<file path="config.mk">
export PLATFORM = sky130hd
export DESIGN_NAME = spi_char_master
export DESIGN_NICKNAME = d
export VERILOG_FILES = /design/src/rtl/spi_char_master.sv
export SDC_FILE = /design/constraint.sdc
export NUM_CORES = 1
export LEC_CHECK = 0
export CORE_MARGIN = 5
export CORE_UTILIZATION = 50
export DETAILED_ROUTE_END_ITERATION = 8
export GPL_TIMING_DRIVEN = 0
export PLACE_DENSITY = 0.69
export SLEW_MARGIN = 0
export SYNTH_ARGS = -nofsm -noshare
export SYNTH_HDL_FRONTEND = slang
export SYNTH_SLANG_ARGS = --single-unit
export TNS_END_PERCENT = 100
</file>
<file path="constraint.sdc">
create_clock -name clk -period 3.88 [get_ports clk]
set_clock_uncertainty 0.15 [all_clocks]
set_input_delay 0.97 -clock clk [delete_from_list [all_inputs] [get_ports clk]]
set_output_delay 0.97 -clock clk [all_outputs]
set_load 0.01 [all_outputs]
</file>
<file path="src/rtl/spi_char_master.sv">
// SPI mode-0 master for the text-mode display's SPI slave.
// Bytes are queued through a valid/ready FIFO and each one is sent MSB first
// in its own chip-select frame, because the display commits a character on
// the cs rising edge. A frame is SETUP (CLK_DIV cycles of sck low), SHIFT
// (16 sck half-periods of CLK_DIV cycles, starting low), and HOLD (CLK_DIV
// cycles of sck low). That keeps cs low for exactly 18*CLK_DIV cycles. cs
// then stays high for CS_GAP cycles plus the single IDLE cycle that pops the
// next byte.
module spi_char_master #(
  parameter int CLK_DIV    = 8,
  parameter int FIFO_DEPTH = 8,
  parameter int CS_GAP     = 4
) (
  input  logic                              clk,
  input  logic                              rst_n,
  input  logic [7:0]                        tx_data,
  input  logic                              tx_valid,
  output logic                              tx_ready,
  output logic [$clog2(FIFO_DEPTH+1)-1:0]   fifo_count,
  output logic                              busy,
  output logic                              sck,
  output logic                              mosi,
  output logic                              cs
);

  localparam int CNT_W = $clog2(FIFO_DEPTH + 1);
  localparam int PTR_W = $clog2(FIFO_DEPTH);
  localparam int HP_W  = $clog2(CLK_DIV);
  localparam int GAP_W = (CS_GAP > 1) ? $clog2(CS_GAP) : 1;

  localparam logic [HP_W-1:0]  HP_LAST  = HP_W'(CLK_DIV - 1);
  localparam logic [GAP_W-1:0] GAP_LAST = GAP_W'(CS_GAP - 1);
  localparam logic [CNT_W-1:0] FULL_CNT = CNT_W'(FIFO_DEPTH);

  typedef enum logic [2:0] {
    ST_IDLE,
    ST_SETUP,
    ST_SHIFT,
    ST_HOLD,
    ST_GAP
  } state_t;

  // FIFO storage and pointers
  logic [7:0]       mem_q [FIFO_DEPTH];
  logic [PTR_W-1:0] wr_ptr_q, wr_ptr_d;
  logic [PTR_W-1:0] rd_ptr_q, rd_ptr_d;
  logic [CNT_W-1:0] count_q, count_d;

  // Frame sequencer state
  state_t           state_q, state_d;
  logic [HP_W-1:0]  hp_q, hp_d;
  logic [2:0]       bit_q, bit_d;
  logic [GAP_W-1:0] gap_q, gap_d;
  logic [6:0]       rem_q, rem_d;
  logic             sck_q, sck_d;
  logic             mosi_q, mosi_d;
  logic             cs_q, cs_d;
  logic             busy_q, busy_d;

  logic push;
  logic pop;

  // Ready comes straight from the current count, so a same-cycle pop never
  // frees a slot for a push while the FIFO is full.
  assign tx_ready = (count_q != FULL_CNT);
  assign push     = tx_valid && tx_ready;
  assign pop      = (state_q == ST_IDLE) && (count_q != '0);

  assign fifo_count = count_q;
  assign busy       = busy_q;
  assign sck        = sck_q;
  assign mosi       = mosi_q;
  assign cs         = cs_q;

  // FIFO pointer and occupancy update; pointers wrap at the power-of-two depth
  always_comb begin
    wr_ptr_d = wr_ptr_q;
    rd_ptr_d = rd_ptr_q;
    count_d  = count_q;
    if (push) begin
      wr_ptr_d = wr_ptr_q + PTR_W'(1);
    end
    if (pop) begin
      rd_ptr_d = rd_ptr_q + PTR_W'(1);
    end
    case ({push, pop})
      2'b10:   count_d = count_q + CNT_W'(1);
      2'b01:   count_d = count_q - CNT_W'(1);
      default: count_d = count_q;
    endcase
  end

  // Frame sequencer: next state, counters, shift register and SPI pin values
  always_comb begin
    state_d = state_q;
    hp_d    = hp_q;
    bit_d   = bit_q;
    gap_d   = gap_q;
    rem_d   = rem_q;
    sck_d   = sck_q;
    mosi_d  = mosi_q;
    cs_d    = cs_q;
    case (state_q)
      ST_IDLE: begin
        cs_d  = 1'b1;
        sck_d = 1'b0;
        if (pop) begin
          rem_d   = mem_q[rd_ptr_q][6:0];
          mosi_d  = mem_q[rd_ptr_q][7];
          cs_d    = 1'b0;
          hp_d    = '0;
          bit_d   = '0;
          state_d = ST_SETUP;
        end
      end
      ST_SETUP: begin
        if (hp_q == HP_LAST) begin
          hp_d    = '0;
          state_d = ST_SHIFT;
        end else begin
          hp_d = hp_q + HP_W'(1);
        end
      end
      ST_SHIFT: begin
        if (hp_q == HP_LAST) begin
          hp_d  = '0;
          sck_d = ~sck_q;
          if (sck_q) begin
            // Falling edge: advance to the next bit, or finish after the 8th
            if (bit_q == 3'd7) begin
              bit_d   = 3'd0;
              state_d = ST_HOLD;
            end else begin
              bit_d  = bit_q + 3'd1;
              mosi_d = rem_q[6];
              rem_d  = {rem_q[5:0], 1'b0};
            end
          end
        end else begin
          hp_d = hp_q + HP_W'(1);
        end
      end
      ST_HOLD: begin
        if (hp_q == HP_LAST) begin
          hp_d    = '0;
          cs_d    = 1'b1;
          mosi_d  = 1'b0;
          gap_d   = '0;
          state_d = ST_GAP;
        end else begin
          hp_d = hp_q + HP_W'(1);
        end
      end
      ST_GAP: begin
        if (gap_q == GAP_LAST) begin
          gap_d   = '0;
          state_d = ST_IDLE;
        end else begin
          gap_d = gap_q + GAP_W'(1);
        end
      end
      default: begin
        cs_d    = 1'b1;
        sck_d   = 1'b0;
        state_d = ST_IDLE;
      end
    endcase
    busy_d = (state_d != ST_IDLE) || (count_d != '0);
  end

  // Control registers; reset aborts any frame at once and empties the FIFO
  always_ff @(posedge clk or negedge rst_n) begin
    if (!rst_n) begin
      state_q  <= ST_IDLE;
      hp_q     <= '0;
      bit_q    <= '0;
      gap_q    <= '0;
      sck_q    <= 1'b0;
      mosi_q   <= 1'b0;
      cs_q     <= 1'b1;
      busy_q   <= 1'b0;
      wr_ptr_q <= '0;
      rd_ptr_q <= '0;
      count_q  <= '0;
    end else begin
      state_q  <= state_d;
      hp_q     <= hp_d;
      bit_q    <= bit_d;
      gap_q    <= gap_d;
      sck_q    <= sck_d;
      mosi_q   <= mosi_d;
      cs_q     <= cs_d;
      busy_q   <= busy_d;
      wr_ptr_q <= wr_ptr_d;
      rd_ptr_q <= rd_ptr_d;
      count_q  <= count_d;
    end
  end

  // Data registers: FIFO slots are written on handshake, the remaining-bits register follows the sequencer
  always_ff @(posedge clk) begin
    if (push) begin
      mem_q[wr_ptr_q] <= tx_data;
    end
    rem_q <= rem_d;
  end

endmodule

</file>
-- Yosys cells after proc, flatten, opt, wreduce, memory -nomap -nowiden
Memories as Yosys holds them, arrays and structs flattened.
Cells that the tools add are included.
- equality and inequality tests: 15
- mux-type cells: 37
- $add $sub $neg: 7
- reductions and logical operators: 21
- bitwise operators: 3
- operator list (cell ; count):
    3-bit 2-to-1 mux ; 12
    7-bit 2-to-1 mux ; 4
    3-bit one-hot mux with 5 select lines ; 1
    7-bit one-hot mux with 2 select lines ; 1
    3-bit by 1-bit adder with 3-bit output, second input constant ; 4
    3-bit one-hot mux with 2 select lines ; 2
    1-bit 2-to-1 mux ; 10
    2-bit inequality test, second input constant ; 5
    3-bit == test, second input constant ; 3
    3-bit OR reduction ; 3
    4-bit one-hot mux with 2 select lines ; 1
    2-bit AND reduction ; 4
    4-bit nonzero test ; 2
    3-bit by 2-bit == test with 1-bit output, second input constant ; 2
    1-bit one-hot mux with 3 select lines ; 2
    6-bit AND reduction ; 1
    2-bit nonzero test ; 3
    3-bit nonzero test ; 2
    5-bit AND reduction ; 1
    4-bit by 1-bit adder with 4-bit output, second input constant ; 1
    2-bit == test, second input constant ; 2
    2-bit 2-to-1 mux ; 2
    4-bit inequality test, second input constant ; 1
    2-bit one-hot mux with 2 select lines ; 1
    other kinds (10) ; 13
- bits in registers: 32
- output and inout port bits: 9
- input port bits: 11
- word-level logic and storage cells: 96
- RAM bits: 64
- memories: 1
- memory list (name ; words ; width ; read ports ; clocked after Yosys merged registers in ; write ports ; line ; text):
    mem_q ; 8 ; 8 ; 1 ; 0 ; 1 ; 44 ; logic [7:0] mem_q [FIFO_DEPTH];

-- Longest topological paths before layout
Gate-level depths: netlist of the first run.
- depth in word-level cells: 7
- gate-level depth with buffers: 12
- gate-level depth less buffers: 11

-- Least setup slack after synthesis of the first run
No wires, ideal clock.
- path kind: register -> register
- start point: reg state_q[1]
- end point: reg busy_q, in the netlist busy
- slack: 0.706 ns
- arrival: 2.885 ns
- data required time: 3.591 ns
- stages on the path, launching flop included: 11
- buffers on the path: 1
- clock period less this slack: 3.174 ns
- library setup time: 0.139 ns
- cell sequence: dfrtp_1 -> clkbuf_1 -> nor2_1 -> nand2b_1 -> nor2_1 -> ha_1 -> xor2_1 -> ha_1 -> mux2_2 -> or4_1 -> or4_1
- cells in the longest elaborated chain, start to end: 6
- elaborated cells on any way between the ends: 20
- classes of those cells: eq/ne: 6; mux: 9; reduce/logical: 5
- RTL lines (what ; line ; text):
    from (decl) ; 50 ; state_t state_q, state_d;
    from (signal assigned) ; 186 ; state_q <= state_d;
    3-bit zero test * ; 67 ; assign pop = (state_q == ST_IDLE) && (count_q != '0);
    1-bit logical AND * ; 67 ;
    named net pop ; 61 ; logic pop;
    2-bit by 1-bit == test with 1-bit output or 2-bit == test (tied branches) ; 86 ; case ({push, pop})
    4-bit one-hot mux with 2 select lines * ; 86 ;
    named net count_d[1] ; 47 ; logic [CNT_W-1:0] count_q, count_d;
    4-bit nonzero test * ; 168 ; busy_d = (state_d != ST_IDLE) || (count_d != '0);
    1-bit logical OR * ; 168 ;
    named net busy_d ; 58 ; logic busy_q, busy_d;
    to (signal assigned) ; 193 ; busy_q <= busy_d;
    to (decl) ; 58 ;
The timed path passes the listed nets; every way through them passes the cells marked *.
A chain may end at the register's enable or synchronous reset.

-- Worst setup path after layout of the first run
Ends and elaborated chain as after synthesis.

==> Implementation_results.wiki, run 1 <==
{| class="wikitable"
! Metric !! Value
|-
| Status || finished, final reports clean
|-
| Number of nets in the final layout || 307
|-
| Peak clock frequency supported by timing || 0.279 GHz
|-
| Synth async-reset ratio || 26.0%
|-
| Number of distinct standard cells referenced by the synthesized netlist || 44
|-
| Iteration-0 DRC Markers || 117
|-
| Number of enable flip-flop cells after synthesis || 71
|-
| Number of setup violations in the final report || 0
|-
| Total number of clock tree sinks || 96
|-
| Number of buffers created by CTS || 9
|-
| Register-to-Register Path Depth || 10
|-
| Post-synthesis instance area || 4060 um^2
|-
| Number of max-capacitance violations reported || 0
|-
| Gate count after technology mapping || 256
|-
| Actual slew at the worst max-slew pin || 1.39 ns
|-
| Critical path endpoint category || register
|-
| Share of synthesized area occupied by flip-flops and latches || 67.9%
|-
| Total I/O pin count || 20
|-
| Fraction of layout instances using a drive strength above 1 || 15.8%
|-
| Setup TNS after final layout || 0 ns
|-
| P per Cell Area || 709 nW/um^2
|-
| Routed len/inst || 17.8 um
|-
| Longest Clk Path Bufs || 2
|-
| Number of buffers inserted to repair setup after CTS || 0
|-
| Placed wire-length estimate || 4.74 mm
|-
| Clock latency reported for the late side of the worst-skew pair || 0.35 ns
|-
| Mean area per synthesized cell || 15.9 um^2
|-
| Power share of the sequential group || 46.0%
|-
| Antenna Diode Count || 0
|-
| Number of antenna violations at the first check in global routing || 0
|-
| Yosys reg bits || 96
|-
| Most common cell after layout, fill and taps aside || sky130_fd_sc_hd__edfxtp_1
|-
| Routed WL || 6.98 mm
|-
| CTS hold repair buffers || 0
|-
| Antenna violation net count after detailed routing || 0
|-
| Via count of the first global-routing pass || 2203
|-
| Reg-to-reg critical path endpoint || busy
|-
| Kind of path behind the tightest hold check || reg -> reg
|-
| RSZ-0062 raised after global routing || false
|-
| Comb pwr share || 33.5%
|-
| Die width || 100 um
|-
| Net switching power || 1.06 mW
|-
| Top library cells by usage in the layout, fill and taps aside || sky130_fd_sc_hd__edfxtp_1, sky130_fd_sc_hd__nand2_1, sky130_fd_sc_hd__dfrtp_1
|-
| Prevailing post-synth register cell || sky130_fd_sc_hd__edfxtp_1
|-
| Pin count of the biggest net entering global routing || 26
|-
| Number of warnings issued by yosys || 0
|-
| Worst Hold Slack || 0.358 ns
|-
| Total Die Area || 10000 um^2
|-
| Area added between synthesis and finish || 13.1%
|-
| Vias || 2138
|-
| Switching share of total power || 32.7%
|-
| Worst reg2reg startpoint || state_q[1]
|-
| Count of buffers inserted at the top-level ports || 19
|-
| Number of max-slew violations in the final report || 0
|-
| Clk pwr share || 20.6%
|-
| PostCTS Resize Cnt || 0
|-
| Initial Util || 52.0%
|-
| Clock slew seen by the registers of the worst setup and hold paths || 0.10 ns
|-
| HP Start || bit_q[1]
|-
| CTS root buffer || sky130_fd_sc_hd__clkbuf_8
|-
| Arrival time of data at the critical path endpoint || 3.67 ns
|-
| Global route overflow || 0
|-
| DRC violation count after routing || 0
|-
| Startpoint class of the critical path || register
|-
| Highest ir drop seen on vdd || 320 uV
|-
| Total nets after synthesis || 277
|-
| Hold Path Cell Cnt || 2
|-
| Site Rows || 32
|-
| Required time at the endpoint of the critical path || 3.96 ns
|-
| Static leakage || 1.64 nW
|-
| Critical path class || reg -> reg
|-
| CTS tree || built
|-
| Final Hold Violating Endpoints || 0
|-
| Die Ht || 100 um
|-
| Largest fanout of any net on the critical path || 10
|-
| Internal reg-to-reg setup slack || 0.29 ns
|-
| Time the final worst path needs with I/O delays and setup || 3.59 ns
|-
| P_int || 2.19 mW
|-
| Vias per inst || 5.44
|-
| RD Place Congestion || 0.754
|-
| Detailed-routing iteration count for the pre-antenna-repair pass || 4
|-
| Maximum level of the CTS H-tree || 3
|-
| Total core area || 7810 um^2
|-
| Endpoint of the worst hold path || bit_q[1]
|-
| Global-route wire length before repair || 11.7 mm
|-
| GRT Util Overall || 15.4%
|-
| Worst slew margin || 6.64%
|-
| Portion of the clock cycle consumed by the worst path in the final layout || 92.5%
|}
## worst max-delay path by stage
stage | slack, ns | from | to | cells after the start
6_report | 0.29 | state_q[1] | busy | 10
5_1_grt | 0.004 | state_q[1] | busy | 10
4_1_cts | 0.27 | state_q[1] | busy | 10
3_5_place_dp | 0.11 | tx_valid | busy | 8
3_3_place_gp | 0.13 | tx_valid | busy | 8
2_1_floorplan | 0.71 | state_q[1] | busy | 10
## Yosys cell counts (all sizes together), types with 3 or more instances
| cell | number | area [um^2] |
|---|---|---|
| nor2b | 3 | 18.8 |
| mux2i | 10 | 100 |
| dfrtp | 24 | 601 |
| edfxtp | 71 | 2130 |
| a22o | 3 | 26.3 |
| buf | 5 | 30.0 |
| ha | 10 | 125 |
| nand2 | 25 | 101 |
| o21ai | 13 | 68.8 |
| nor2 | 16 | 60.1 |
| xor2 | 5 | 43.8 |
| nand3 | 3 | 15.0 |
| mux2 | 3 | 33.8 |
| mux4 | 15 | 338 |
| clkbuf | 4 | 15.0 |
| xnor2 | 4 | 35.0 |
| a21oi | 8 | 40.0 |
| nand2b | 4 | 25.0 |
| nor3 | 4 | 20.0 |
## per-stage QoR
stage,total power [mW],std cells,util (%),setup slack (ns),area (um^2)
after floorplan,2.28,256,-,0.706,4060
after global placement,2.60,377,56.1,0.126,4380
after detailed placement,2.63,377,56.1,0.109,4380
after CTS,3.31,393,58.8,0.273,4590
after global routing,3.48,393,58.8,0.00435,4590
final,3.26,393,58.8,0.290,4590
## power groups by stage
stage | clock network (mW) | logic, mW | registers, mW
2_1_floorplan | 0 | 0.776 | 1.51
3_3_place_gp | 0 | 1.09 | 1.51
3_5_place_dp | 0 | 1.11 | 1.52
4_1_cts | 0.692 | 1.11 | 1.50
5_1_grt | 0.745 | 1.21 | 1.53
6_report | 0.670 | 1.09 | 1.50
## critical path, stage by stage (launching register included)
cell                       delay (ns)
sky130_fd_sc_hd__dfrtp_1         0.40
sky130_fd_sc_hd__clkbuf_1        0.25
sky130_fd_sc_hd__nor2_1          0.28
sky130_fd_sc_hd__nand2b_1        0.16
sky130_fd_sc_hd__nor2_1          0.35
sky130_fd_sc_hd__ha_1            0.34
sky130_fd_sc_hd__xor2_1          0.17
sky130_fd_sc_hd__ha_1            0.24
sky130_fd_sc_hd__mux2_2          0.28
sky130_fd_sc_hd__or4_1           0.46
sky130_fd_sc_hd__or4_1           0.40
## layout make-up
type	count	area [um^2]
Inverter	2	7.51
Tap cell	102	128
Buffer	9	45.0
Timing Repair Buffer	19	190
Clock buffer	9	124
Fill cell	617	3210
Sequential cell	96	2760
Multi-Input combinational cell	149	1250
Clock inverter	7	88.8
## logic make-up after synthesis
group           Yosys count  synth area share [%]
fa+ha+maj                10                  3.08
compound gates           35                  5.48
buf+inv                  11                  1.29
xor+xnor                  9                  1.94
flops                    96                  67.9
simple gates             67                  8.68
mux                      28                  11.6
## registers in the layout (all words and copies together) (netlist names), 3 cells and up
name and flops:
bit_q 3, fifo_count 4, hp_q 3, mem_q 64
rd_ptr_q 3, rem_q 7, state_q 3, wr_ptr_q 3
## layer usage
metal  GRT usage, %  part of all wire, %  vias to the layer above
met5              0                    0                        -
met4           5.91                  1.2                        0
met3           2.78                  2.2                        7
met2           24.3                   49                       26
met1           21.3                   48                     1064
li1               -                    -                     1041
No activity file was read; power rests on OpenSTA's default activity.
==> inputs of run 2 (changes only) <==
Settings changed: SETUP_SLACK_MARGIN from default to 0.15.
==> Implementation_results.wiki, run 2 (synthesized netlist as in run 1, its figures left out) <==
{| class="wikitable"
! Metric !! Value
|-
| Total core area || 7810 um^2 (unchanged)
|-
| Total number of clock tree sinks || 96 (unchanged)
|-
| Critical path endpoint category || register
|-
| Largest stage delay on the critical path || 0.46 ns (about the same)
|-
| Global-route wire length before repair || 11.7 mm (unchanged)
|-
| Peak clock frequency supported by timing || 0.294 GHz (+5.6%)
|-
| Actual slew at the worst max-slew pin || 1.35 ns (-0.0355 ns)
|-
| Count of buffers inserted at the top-level ports || 19 (unchanged)
|-
| Routed WL || 7.00 mm (+0.27%)
|-
| Chain of cells forming the critical path || clkbuf_1 -> nor2_2 -> nand2b_1 -> nor2_2 -> ha_1 -> xor2_1 -> ha_1 -> mux2_2 -> or4_1 -> or4_1
|-
| Setup TNS after final layout || 0 ns (unchanged)
|-
| Longest Clk Path Bufs || 2 (unchanged)
|-
| Total I/O pin count || 20 (unchanged)
|-
| Portion of the clock cycle consumed by the worst path in the final layout || 87.6% (-4.9 points)
|-
| Area used by multi-input combinational logic || 1260 um^2 (+0.40%)
|-
| Cell family with the largest share of critical-path delay || simple AND/OR/NAND/NOR gates
|-
| Iteration-0 DRC Markers || 106 (-9.4%)
|-
| Number of buffers created by CTS || 9 (unchanged)
|-
| RSZ-0062 raised after global routing || false
|-
| Number of antenna violations at the first check in global routing || 0 (unchanged)
|-
| Placed wire-length estimate || 4.74 mm (unchanged)
|-
| GRT Util Overall || 15.4% (unchanged)
|-
| Total Die Area || 10000 um^2 (unchanged)
|-
| Slowest cell on crit path || sky130_fd_sc_hd__or4_1
|-
| Register bank with the most flops || mem_q
|-
| Area added between synthesis and finish || 13.2%
|-
| P per Cell Area || 709 nW/um^2 (about the same)
|-
| Static leakage || 1.64 nW (about the same)
|-
| Clock slew seen by the registers of the worst setup and hold paths || 0.10 ns (about the same)
|-
| Number of max-capacitance violations reported || 0 (unchanged)
|-
| Clock latency reported for the late side of the worst-skew pair || 0.36 ns (about the same)
|-
| Worst path buffer plus inverter count || 1 (unchanged)
|-
| Time the final worst path needs with I/O delays and setup || 3.40 ns (-0.190 ns)
|-
| Kind of path behind the tightest hold check || reg -> reg
|-
| Die Ht || 100 um (unchanged)
|-
| Internal reg-to-reg setup slack || 0.48 ns (+0.19 ns)
|-
| Number of setup violations in the final report || 0 (unchanged)
|-
| DRC violation count after routing || 0 (unchanged)
|-
| Global route overflow || 0 (unchanged)
|-
| Final Worst Setup Slack || 0.480 ns (+0.190 ns)
|-
| Status || finished, final reports clean
|-
| Maximum level of the CTS H-tree || 3 (unchanged)
|-
| CTS hold repair buffers || 0 (unchanged)
|-
| Highest ir drop seen on vdd || 320 uV (-0.16%)
|-
| Vias per inst || 5.45 (about the same)
|-
| Worst Hold Slack || 0.358 ns (+0.000235 ns)
|-
| Area taken by flip-flops and latches || 2760 um^2 (unchanged)
|-
| CTS root buffer || sky130_fd_sc_hd__clkbuf_8
|-
| CTS tree || built
|-
| Max reg flops || 64 (unchanged)
|-
| Place WS || 0.109 ns (unchanged)
|-
| Number of max-slew violations in the final report || 0 (unchanged)
|-
| Vias || 2140 (+0.094%)
|-
| Routed len/inst || 17.8 um (+0.27%)
|-
| Number of buffers inserted to repair setup after CTS || 0 (unchanged)
|-
| Top library cells by usage in the layout, fill and taps aside || sky130_fd_sc_hd__edfxtp_1, sky130_fd_sc_hd__nand2_1, sky130_fd_sc_hd__dfrtp_1
|-
| Required time at the endpoint of the critical path || 3.96 ns (about the same)
|-
| Worst slew margin || 9.03% (+2.4 points)
|-
| Number of nets in the final layout || 307 (unchanged)
|-
| Most common cell after layout, fill and taps aside || sky130_fd_sc_hd__edfxtp_1
|-
| Largest fanout of any net on the critical path || 10 (unchanged)
|-
| Fraction of layout instances using a drive strength above 1 || 16.5% (+0.69 points)
|-
| Detailed-routing iteration count for the pre-antenna-repair pass || 4 (unchanged)
|-
| Arrival time of data at the critical path endpoint || 3.48 ns (-0.19 ns)
|-
| Site Rows || 32 (unchanged)
|-
| Antenna violation net count after detailed routing || 0 (unchanged)
|-
| Antenna Diode Count || 0 (unchanged)
|-
| Final cell utilization of the core || 58.9% (+0.064 points)
|-
| RD Place Congestion || 0.754 (unchanged)
|-
| Critical path class || reg -> reg
|-
| Pin count of the biggest net entering global routing || 26 (unchanged)
|-
| Startpoint class of the critical path || register
|-
| Final Hold Violating Endpoints || 0 (unchanged)
|-
| Via count of the first global-routing pass || 2203 (unchanged)
|-
| Die width || 100 um (unchanged)
|-
| Initial Util || 52.0% (unchanged)
|-
| Fill count || 619 (+0.32%)
|}
run 2: cell counts in the layout (fill, tap and decap cells not counted):
No cell type changed its count.
run 2: path summary, 6_finish.rpt:
kind	startpoint	end	cells after the start
worst max-delay path	state_q[1]	busy	10
worst max register to register	state_q[1]	busy	10
worst min-delay path	bit_q[1]	bit_q[1]	2
worst min register to register	bit_q[1]	bit_q[1]	2
min in group asynchronous	rst_n	sck	1
max in group asynchronous	rst_n	rd_ptr_q[2]	1
run 2: layer usage:
metal | vias up | GRT usage [%] | part of all wire (%)
met4 | 0 | 5.91 | 1.1
met3 | 6 | 2.78 | 2.9
met2 | 28 | 24.3 | 49
met5 | - | 0 | 0
li1 | 1040 | - | -
met1 | 1066 | 21.3 | 47
run 2: power breakdown:
part	internal (mW)	total (mW)	switching [mW]
clock network	0.310	0.672	0.362
logic	0.523	1.09	0.568
registers	1.36	1.50	0.137
run 2: final cells by class:
| class | count | area share, % |
|---|---|---|
| inverter | 2 | 0.163 |
| tap | 102 | 2.78 |
| clock buffer | 9 | 2.69 |
| multi-input combinational | 149 | 27.3 |
| timing repair buffer | 19 | 4.14 |
| sequential | 96 | 60.0 |
| buffer | 9 | 0.980 |
| clock inverter | 7 | 1.93 |
run 2: worst register-to-register path: stages, from the launching register on:
cell and delay (ns):
sky130_fd_sc_hd__dfrtp_1 0.40, sky130_fd_sc_hd__clkbuf_1 0.25, sky130_fd_sc_hd__nor2_2 0.24, sky130_fd_sc_hd__nand2b_1 0.15, sky130_fd_sc_hd__nor2_2 0.24, sky130_fd_sc_hd__ha_1 0.31, sky130_fd_sc_hd__xor2_1 0.17, sky130_fd_sc_hd__ha_1 0.24
sky130_fd_sc_hd__mux2_2 0.28, sky130_fd_sc_hd__or4_1 0.46, sky130_fd_sc_hd__or4_1 0.40
run 2: per-stage QoR:
stage | std cells | total power, mW | area [um^2]
after floorplan | 256 | 2.28 | 4060
after global placement | 377 | 2.60 | 4380
after detailed placement | 377 | 2.63 | 4380
after CTS | 393 | 3.31 | 4590
after global routing | 393 | 3.48 | 4600
final | 393 | 3.26 | 4600
run 2: timing repair:
action,4_1_cts,5_1_grt
setup endpoints to repair,0,1
endpoints found under the hold margin,0,0
gates resized for setup,0,2
